==> src/rtl/mem_arb_pkg.sv <==
// Shared types for the memory arbiter.
//   word_t      : one data/address word
//   ramstate_t  : status reported by the single-port RAM
//   arb_state_t : arbiter FSM state (2-bit encoding, also exported on the debug port)
package mem_arb_pkg;

  localparam int WORD_W = 32;

  typedef logic [WORD_W-1:0] word_t;

  typedef enum logic [1:0] {
    FREE   = 2'd0,
    BUSY   = 2'd1,
    ACCESS = 2'd2,
    ERROR  = 2'd3
  } ramstate_t;

  typedef enum logic [1:0] {
    IDLE   = 2'd0,
    DGRANT = 2'd1,
    IGRANT = 2'd2
  } arb_state_t;

endpackage

==> src/rtl/memory_arbiter.sv <==
// memory_arbiter: puts the instruction-side and data-side cache requests onto a
// single-port RAM bus, one transaction at a time.
//
// Ports
//   CLK, nRST            clock (rising edge), synchronous active-high reset
//   iREN, iaddr          instruction read request and address
//   iwait, iload         instruction handshake: iwait=0 only in the completion cycle,
//                        iload carries the read data in that cycle and is 0 otherwise
//   dREN, dWEN, daddr,   data read/write request, address and write value
//   dstore
//   dwait, dload         data handshake: same rules as iwait/iload (dload=0 on writes)
//   ramREN, ramWEN,      RAM bus command
//   ramaddr, ramstore
//   ramload, ramstate    RAM read data and status (FREE/BUSY/ACCESS/ERROR)
//   ram_err              sticky: RAM reported ERROR during a granted access
//   timeout_err          sticky: a granted access was abandoned after TIMEOUT cycles
//   dbg_state            current FSM state (arb_state_t encoding)
//   dbg_streak           consecutive data grants since the last instruction grant
//
// Handshake: a side's request must stay high until its wait drops; the transfer
// happens in the single cycle where the side is granted and ramstate==ACCESS. A
// request dropped before that cycle cancels the transaction with no completion.
module memory_arbiter
  import mem_arb_pkg::*;
#(
  parameter int WORD_W       = 32,
  parameter int MAX_D_STREAK = 4,
  parameter int TIMEOUT      = 64,
  localparam int SW          = $clog2(MAX_D_STREAK + 1),
  localparam int TCW         = (TIMEOUT > 1) ? $clog2(TIMEOUT) : 1
) (
  input  logic              CLK,
  input  logic              nRST,
  input  logic              iREN,
  input  logic [WORD_W-1:0] iaddr,
  output logic              iwait,
  output logic [WORD_W-1:0] iload,
  input  logic              dREN,
  input  logic              dWEN,
  input  logic [WORD_W-1:0] daddr,
  input  logic [WORD_W-1:0] dstore,
  output logic              dwait,
  output logic [WORD_W-1:0] dload,
  output logic              ramREN,
  output logic              ramWEN,
  output logic [WORD_W-1:0] ramaddr,
  output logic [WORD_W-1:0] ramstore,
  input  logic [WORD_W-1:0] ramload,
  input  logic [1:0]        ramstate,
  output logic              ram_err,
  output logic              timeout_err,
  output logic [1:0]        dbg_state,
  output logic [SW-1:0]     dbg_streak
);

  arb_state_t     state_q, state_d;
  logic [SW-1:0]  streak_q, streak_d;
  logic [TCW-1:0] tcount_q, tcount_d;
  logic           ram_err_q, ram_err_d;
  logic           timeout_err_q, timeout_err_d;

  logic d_req;
  logic streak_full;
  logic ram_access;
  logic ram_error;
  logic tcount_last;

  assign d_req       = dREN | dWEN;
  assign streak_full = (streak_q == SW'(MAX_D_STREAK));
  assign ram_access  = (ramstate_t'(ramstate) == ACCESS);
  assign ram_error   = (ramstate_t'(ramstate) == ERROR);
  assign tcount_last = (tcount_q == TCW'(TIMEOUT - 1));

  always_comb begin
    state_d       = state_q;
    streak_d      = streak_q;
    tcount_d      = tcount_q;
    ram_err_d     = ram_err_q;
    timeout_err_d = timeout_err_q;

    iwait    = 1'b1;
    iload    = '0;
    dwait    = 1'b1;
    dload    = '0;
    ramREN   = 1'b0;
    ramWEN   = 1'b0;
    ramaddr  = '0;
    ramstore = '0;

    case (state_q)
      IDLE: begin
        // Data wins unless the instruction side has already been passed over
        // MAX_D_STREAK times in a row.
        if (d_req && !(iREN && streak_full)) begin
          state_d  = DGRANT;
          streak_d = streak_full ? streak_q : streak_q + SW'(1);
          tcount_d = '0;
        end else if (iREN) begin
          state_d  = IGRANT;
          streak_d = '0;
          tcount_d = '0;
        end
      end

      DGRANT: begin
        ramaddr = daddr;
        if (!d_req) begin
          // Request withdrawn: enables follow the live request, so the bus goes quiet.
          state_d = IDLE;
        end else begin
          if (dWEN) begin
            ramWEN   = 1'b1;
            ramstore = dstore;
          end else begin
            ramREN = 1'b1;
          end
          if (ram_access) begin
            dwait   = 1'b0;
            dload   = dWEN ? '0 : ramload;
            state_d = IDLE;
          end else begin
            if (ram_error) ram_err_d = 1'b1;
            if (tcount_last) begin
              timeout_err_d = 1'b1;
              state_d       = IDLE;
            end else begin
              tcount_d = tcount_q + TCW'(1);
            end
          end
        end
      end

      IGRANT: begin
        ramaddr = iaddr;
        if (!iREN) begin
          state_d = IDLE;
        end else begin
          ramREN = 1'b1;
          if (ram_access) begin
            iwait   = 1'b0;
            iload   = ramload;
            state_d = IDLE;
          end else begin
            if (ram_error) ram_err_d = 1'b1;
            if (tcount_last) begin
              timeout_err_d = 1'b1;
              state_d       = IDLE;
            end else begin
              tcount_d = tcount_q + TCW'(1);
            end
          end
        end
      end

      default: state_d = IDLE;
    endcase
  end

  always_ff @(posedge CLK) begin
    if (nRST) begin
      state_q       <= IDLE;
      streak_q      <= '0;
      tcount_q      <= '0;
      ram_err_q     <= 1'b0;
      timeout_err_q <= 1'b0;
    end else begin
      state_q       <= state_d;
      streak_q      <= streak_d;
      tcount_q      <= tcount_d;
      ram_err_q     <= ram_err_d;
      timeout_err_q <= timeout_err_d;
    end
  end

  assign ram_err     = ram_err_q;
  assign timeout_err = timeout_err_q;
  assign dbg_state   = state_q;
  assign dbg_streak  = streak_q;

endmodule

==> config.mk <==
export PLATFORM = sky130hd
export DESIGN_NAME = memory_arbiter
export DESIGN_NICKNAME = d
export VERILOG_FILES = /design/src/rtl/mem_arb_pkg.sv /design/src/rtl/memory_arbiter.sv
export SDC_FILE = /design/constraint.sdc
export NUM_CORES = 1
export LEC_CHECK = 0
export ABC_AREA = 1
export ABC_CLOCK_PERIOD_IN_PS = 3400
export CELL_PAD_IN_SITES_DETAIL_PLACEMENT = 1
export CELL_PAD_IN_SITES_GLOBAL_PLACEMENT = 1
export CORE_MARGIN = 2
export CORE_UTILIZATION = 14
export CTS_BUF_LIST = sky130_fd_sc_hd__clkbuf_8
export DETAILED_ROUTE_END_ITERATION = 10
export PLACE_DENSITY_LB_ADDON = 0.1
export SETUP_SLACK_MARGIN = 0.05
export SKIP_LAST_GASP = 1
export SLEW_MARGIN = 5
export SYNTH_ARGS = -nofsm -noshare
export SYNTH_HDL_FRONTEND = slang
export SYNTH_SLANG_ARGS = --single-unit
==> constraint.sdc <==
create_clock -name CLK -period 3.4 [get_ports CLK]
set_clock_uncertainty 0.05 [all_clocks]
set_input_delay 1.02 -clock CLK [delete_from_list [all_inputs] [get_ports CLK]]
set_output_delay 1.02 -clock CLK [all_outputs]
set_load 0.02 [all_outputs]
* Word level (Yosys, flattened, before mapping)
Index checks and enable logic that the tools add are counted.
** Word-level totals
- Flip-flop bits (word level) :: 13
- Input bits :: 135
- Output and inout port bits :: 139
- Logic and storage cells :: 78
** Operators by class
- Add/sub/neg operators :: 2
- Equality and inequality tests :: 10
- Muxes and demuxes :: 50
- Bitwise operators :: 1
- Reductions and logical operators :: 10
** Operator list (number)
- 32-bit two-way mux :: 10
- 32-bit one-hot mux with 2 select lines :: 1
- 6-bit two-way mux :: 6
- 1-bit two-way mux :: 19
- 6-bit one-hot mux with 3 select lines :: 1
- 2-bit two-way mux :: 6
- 3-bit two-way mux :: 3
- 6-bit by 1-bit adder with 6-bit output (second input constant) :: 1
- 2-bit == test (second input constant) :: 3
- 6-bit == test (second input constant) :: 1
- 2-bit != test (second input constant) :: 3
- 1-bit one-hot mux with 2 select lines :: 3
- 2-bit one-hot mux with 3 select lines :: 1
- 3-bit AND reduction :: 2
- 4-bit AND reduction :: 1
- 2-bit nonzero test :: 2
- 3-bit by 1-bit adder with 3-bit output (second input constant) :: 1
- 3-bit == test (second input constant) :: 1
- 3-bit != test (second input constant) :: 1
- 3-bit nonzero test :: 1
- 2-bit by 1-bit == test with 1-bit output (second input constant) :: 1
- 1-bit logical AND :: 2
- 2-bit zero test :: 1
- 1-bit zero test :: 1
- 1-bit OR :: 1

* Depth between registers and ports, before layout
- Depth after elaboration :: 6
- Mapped depth :: 11
- Depth with buffers taken out :: 11

* Worst setup path after synthesis
No wires, ideal clock.
- Path kind :: input-to-output
- From :: input port ramstate[1]
- To :: output port iload[22]
- Arrival time :: 1.914 ns
- Required time :: 2.330 ns
- Slack :: 0.416 ns
- Stages on the path :: 5
- Path buffers :: 1
- Cells stage by stage :: inv_1 -> nor2_2 -> nand3_1 -> buf_2 -> nor2_1
** On the way
- Longest elaborated chain between the ends :: 4
** Ends and longest elaborated chain
- start, declared :: RTL line memory_arbiter.sv:49 : input logic [1:0] ramstate,
- 2-bit == test :: RTL line memory_arbiter.sv:70 : assign ram_access = (ramstate_t'(ramstate) == ACCESS);
- 32-bit two-way mux :: RTL line memory_arbiter.sv:139 : if (ram_access) begin
- 32-bit two-way mux :: RTL line memory_arbiter.sv:135 : if (!iREN) begin
- 32-bit two-way mux :: RTL line memory_arbiter.sv:90 : case (state_q)
- end, declared :: RTL line memory_arbiter.sv:37 : output logic [WORD_W-1:0] iload,
Every way passes these cells.

* Worst setup path after layout
- From :: input port iREN
- To :: output port iload[30]
** On the way
- Longest elaborated chain between the ends :: 2
** Ends and longest elaborated chain
- start, declared :: RTL line memory_arbiter.sv:34 : input logic iREN,
- 32-bit two-way mux :: RTL line memory_arbiter.sv:135
- 32-bit two-way mux :: RTL line memory_arbiter.sv:90
Every way passes these cells.

==> summary.md <==
| Metric | Value |
|---|---|
| Status | finished clean |
| Die H | 122.6 µm |
| Via density | 4.007 |
| Largest fanout on the critical path | 33 |
| Synthesized area per cell | roughly 4.7 µm² |
| Crit path from | iREN |
| CP Capture Type | output port |
| Post-route worst setup slack | 0.07855 ns |
| H-tree levels | 1 |
| GP Congestion | 0.7751 |
| Sequential cell area | 260.3 µm² |
| Top delay family on crit path | buffers and inverters |
| CP bufs+invs | 3 |
| Mux share of post-synthesis cell area | 0% |
| Worst slew margin | 66.73% |
| Synth top area share | 21.17% |
| CTS tree | built |
| Port bufs | 273 |
| # IOs | ~270 |
| FF+latch count, synth | 13 |
| Setup crit start kind | primary input |
| Die Footprint | around 15,000 µm² |
| Post-synth EDFFs | 0 |
| Starting density of the core | around 14% |
| Initial antenna violation count | 0 |
| DRT Wirelength | 13.16 mm |
| Netlist cell types | 24 |
| Via count | 3,486 |
| CP arrival | 2.25 ns |
| Setup repair after global routing missed its margin | false |
| Final setup violation count | 0 |
| Starting DRT DRC Count | 76 |
| Synth Area in Simple Gates | 46.60% |
| Synth Area in Compound Gates | 13.67% |
| Adder-cell share of the synthesized area | 4.450% |
| Fin. max-slew vios | 0 |
| DRC | 0 |
| Yosys warning total | 0 |
| Synth area leader | nor2_1 |
| DR pass1 iterations | 4 |
| CTS buffer count | 3 |
| Tcrit/Tclk final | 97.69% |
| Max Cap Viol | 0 |
| Fraction of registers with async set/reset | 0% |
| Ys flop type | dfxtp_1 |
| Worst Path Required | 2.33 ns |
| Largest net degree at the start of global routing | 37 |
| GR Overflow Total | 0 |
| Post-DP HPWL | 10.91 mm |
| Worst skew pair latency | about 0.24 ns |
| Area occupied by multi-input gates | 1321 µm² |
| Tmin final | 3.321 ns |
| Hold Fails Final Rpt | 0 |
| XOR/XNOR Fraction of Synth Area | less than 1% |
| Antenna cells | 0 |
| Slew @ Worst Pin | around 0.5 ns |
| GRT Resource Usage Total | approximately 16% |
| CP Class | primary input to output port |
| Setup WS pre-CTS | -0.5407 ns |
| Cell row count | 43 |
| Hold Crit Class | flop to flop |
| Clock root buffer | clkbuf_8 |
| Leakage power | 2.600 nW |
| CTS Hold Bufs | 0 |
| Peak supply drop | about 0.17 mV |
| Post-Syn Area | 1968 µm² |
| FF-to-FF Start | dbg_state[0] |
| Max incr delay on CP | approximately 0.50 ns |
| Pwr/cell area | 169.6 nW/µm² |
| Dpl cell area | 5011 µm² |
| Vias in the first global route | about 3,500 |
| Worst-path clk slew | 0.06 ns |
| CP Cell Sequence | clkdlybuf4s50_1, nand3_2, buf_12, nor2_1, dlygate4sd2_1 |
| First-pass GRT wire length | 19.22 mm |
| Largest family of logic cells by synthesized area | simple AND/OR/NAND/NOR gates |
| Fraction of layout cells with a size suffix above 1 | 11.59% |
| Clock buffer depth | 2 |
| Area growth syn-to-layout | 153.5% |
| FMAX | 0.3011 GHz |
| Drt wl/cell | 15.13 µm |
| Antenna-violating nets left | 0 |
| Clk sinks | 13 |
| Cells after Synth | 416 |
| Core ar. | 13,830 µm² |
| Fill count | about 1,800 |
| HP Start | ram_err |
| Register area share after synthesis | around an eighth |
| Nets@finish | 833 |
| Die width | approximately 120 µm |
| Fin area | 4990 µm² |
| Top cells by area, synth | nor2_1 21%, nand2_1 20%, inv_1 16% |
| Post-Syn Nets | 558 |
| CP max-delay cell | clkdlybuf4s50_1 |
-- kinds of logic (layout without fill, tap and decap cells) --
| logic type | count (synthesis) | after routing |
|---|---|---|
| DFF | 13 | 13 |
| and+or+nand+nor | 232 | 232 |
| buffers and inverters | 109 | 383 |
| adders and majority gates | 7 | 7 |
| xor gates and xnor gates | 2 | 2 |
| AOI/OAI and AO/OA | 53 | 53 |
-- flip-flops by register name, summed over array words and instances, names as in the netlist --
name	flops
timeout_err	1
dbg_state	2
tcount_q	6
ram_err	1
dbg_streak	3
-- per-layer routing --
layer / track usage [%] / vias to the layer above / wire [µm]
met5: 0 / - / 0
met4: 2.011 / 0 / 97
met3: 3.439 / 8 / 983
met2: 33.33 / 116 / 7292
met1: 17.05 / 1597 / 4788
li1: - / 1765 / -
-- per-stage QoR --
step	std cells	total power [mW]	utilization, %	TNS [ns]	hold WS, ns
after floorplan	416	0.4006	-	0	0.4083
after global placement	859	0.7367	36.24	-37.01	0.4037
after detailed placement	859	0.7447	36.24	-38.23	0.4072
after CTS	870	0.8636	36.62	-0.05286	0.4163
after global routing	870	0.9108	36.09	0	0.4269
final	870	0.8462	36.09	0	0.4056
-- worst min-delay path, delay by kind of cell (launching register included) --
| family | cells | cell delay, ns |
|---|---|---|
| compound gates | 1 | 0.05 |
| buf+inv | 1 | 0.05 |
| flops | 1 | 0.31 |
-- layout make-up --
| class | count | share of cell area, % |
|---|---|---|
| Multi-Input combinational cell | 294 | 26.48 |
| Tap cell | 180 | 4.514 |
| Clock inverter | 1 | 0.07523 |
| Sequential cell | 13 | 5.216 |
| Timing Repair Buffer | 292 | 56.34 |
| Clock buffer | 3 | 0.8275 |
| Inverter | 87 | 6.545 |
-- placed cells by master (no fill, tap or decap), types with 4 or more instances in the layout --
cell / n
clkdlybuf4s50_1: 137
nor2_1: 110
nand2_1: 104
inv_1: 82
dlygate4sd2_1: 74
a21oi_1: 43
clkbuf_2: 22
clkdlybuf4s15_1: 20
clkdlybuf4s15_2: 17
dfxtp_1: 13
buf_4: 12
ha_1: 7
buf_12: 7
inv_2: 6
nand3_1: 5
o21ai_0: 4
-- path summary, 6_finish.rpt --
kind | end | slack [ns] | depth (start not counted)
worst max register to register | tcount_q[4] | 1.53 | 10
worst min register to register | ram_err | 0.41 | 2
worst min-delay path | ram_err | 0.41 | 2
worst max-delay path | iload[30] | 0.08 | 5
-- synth_stat cells (2+ instances only) --
cell,instances
a21oi_1,44
buf_1,6
buf_2,6
clkbuf_1,10
dfxtp_1,13
ha_1,7
inv_1,83
inv_2,4
nand2_1,105
nand3_1,6
nor2_1,111
nor2_2,3
nor3b_1,2
o21ai_0,4
o21ai_1,3
-- where the power goes --
| part | internal, mW | leakage [nW] | switching, mW |
|---|---|---|---|
| registers | 0.162 | 0.106 | 0.0108 |
| clock network | 0.0798 | 0.0269 | 0.0578 |
| logic | 0.265 | 2.47 | 0.271 |
-- repair_timing --
item | 4_1_cts | 5_1_grt
buffers inserted | 5 | 0
endpoints found under the hold margin | 0 | 0
resized for setup | 203 | 49
pin swaps | 3 | 2
endpoints found under the setup margin | 131 | 62
cloned | 2 | 0
Note: power is estimated with default switching activity, not from simulation.
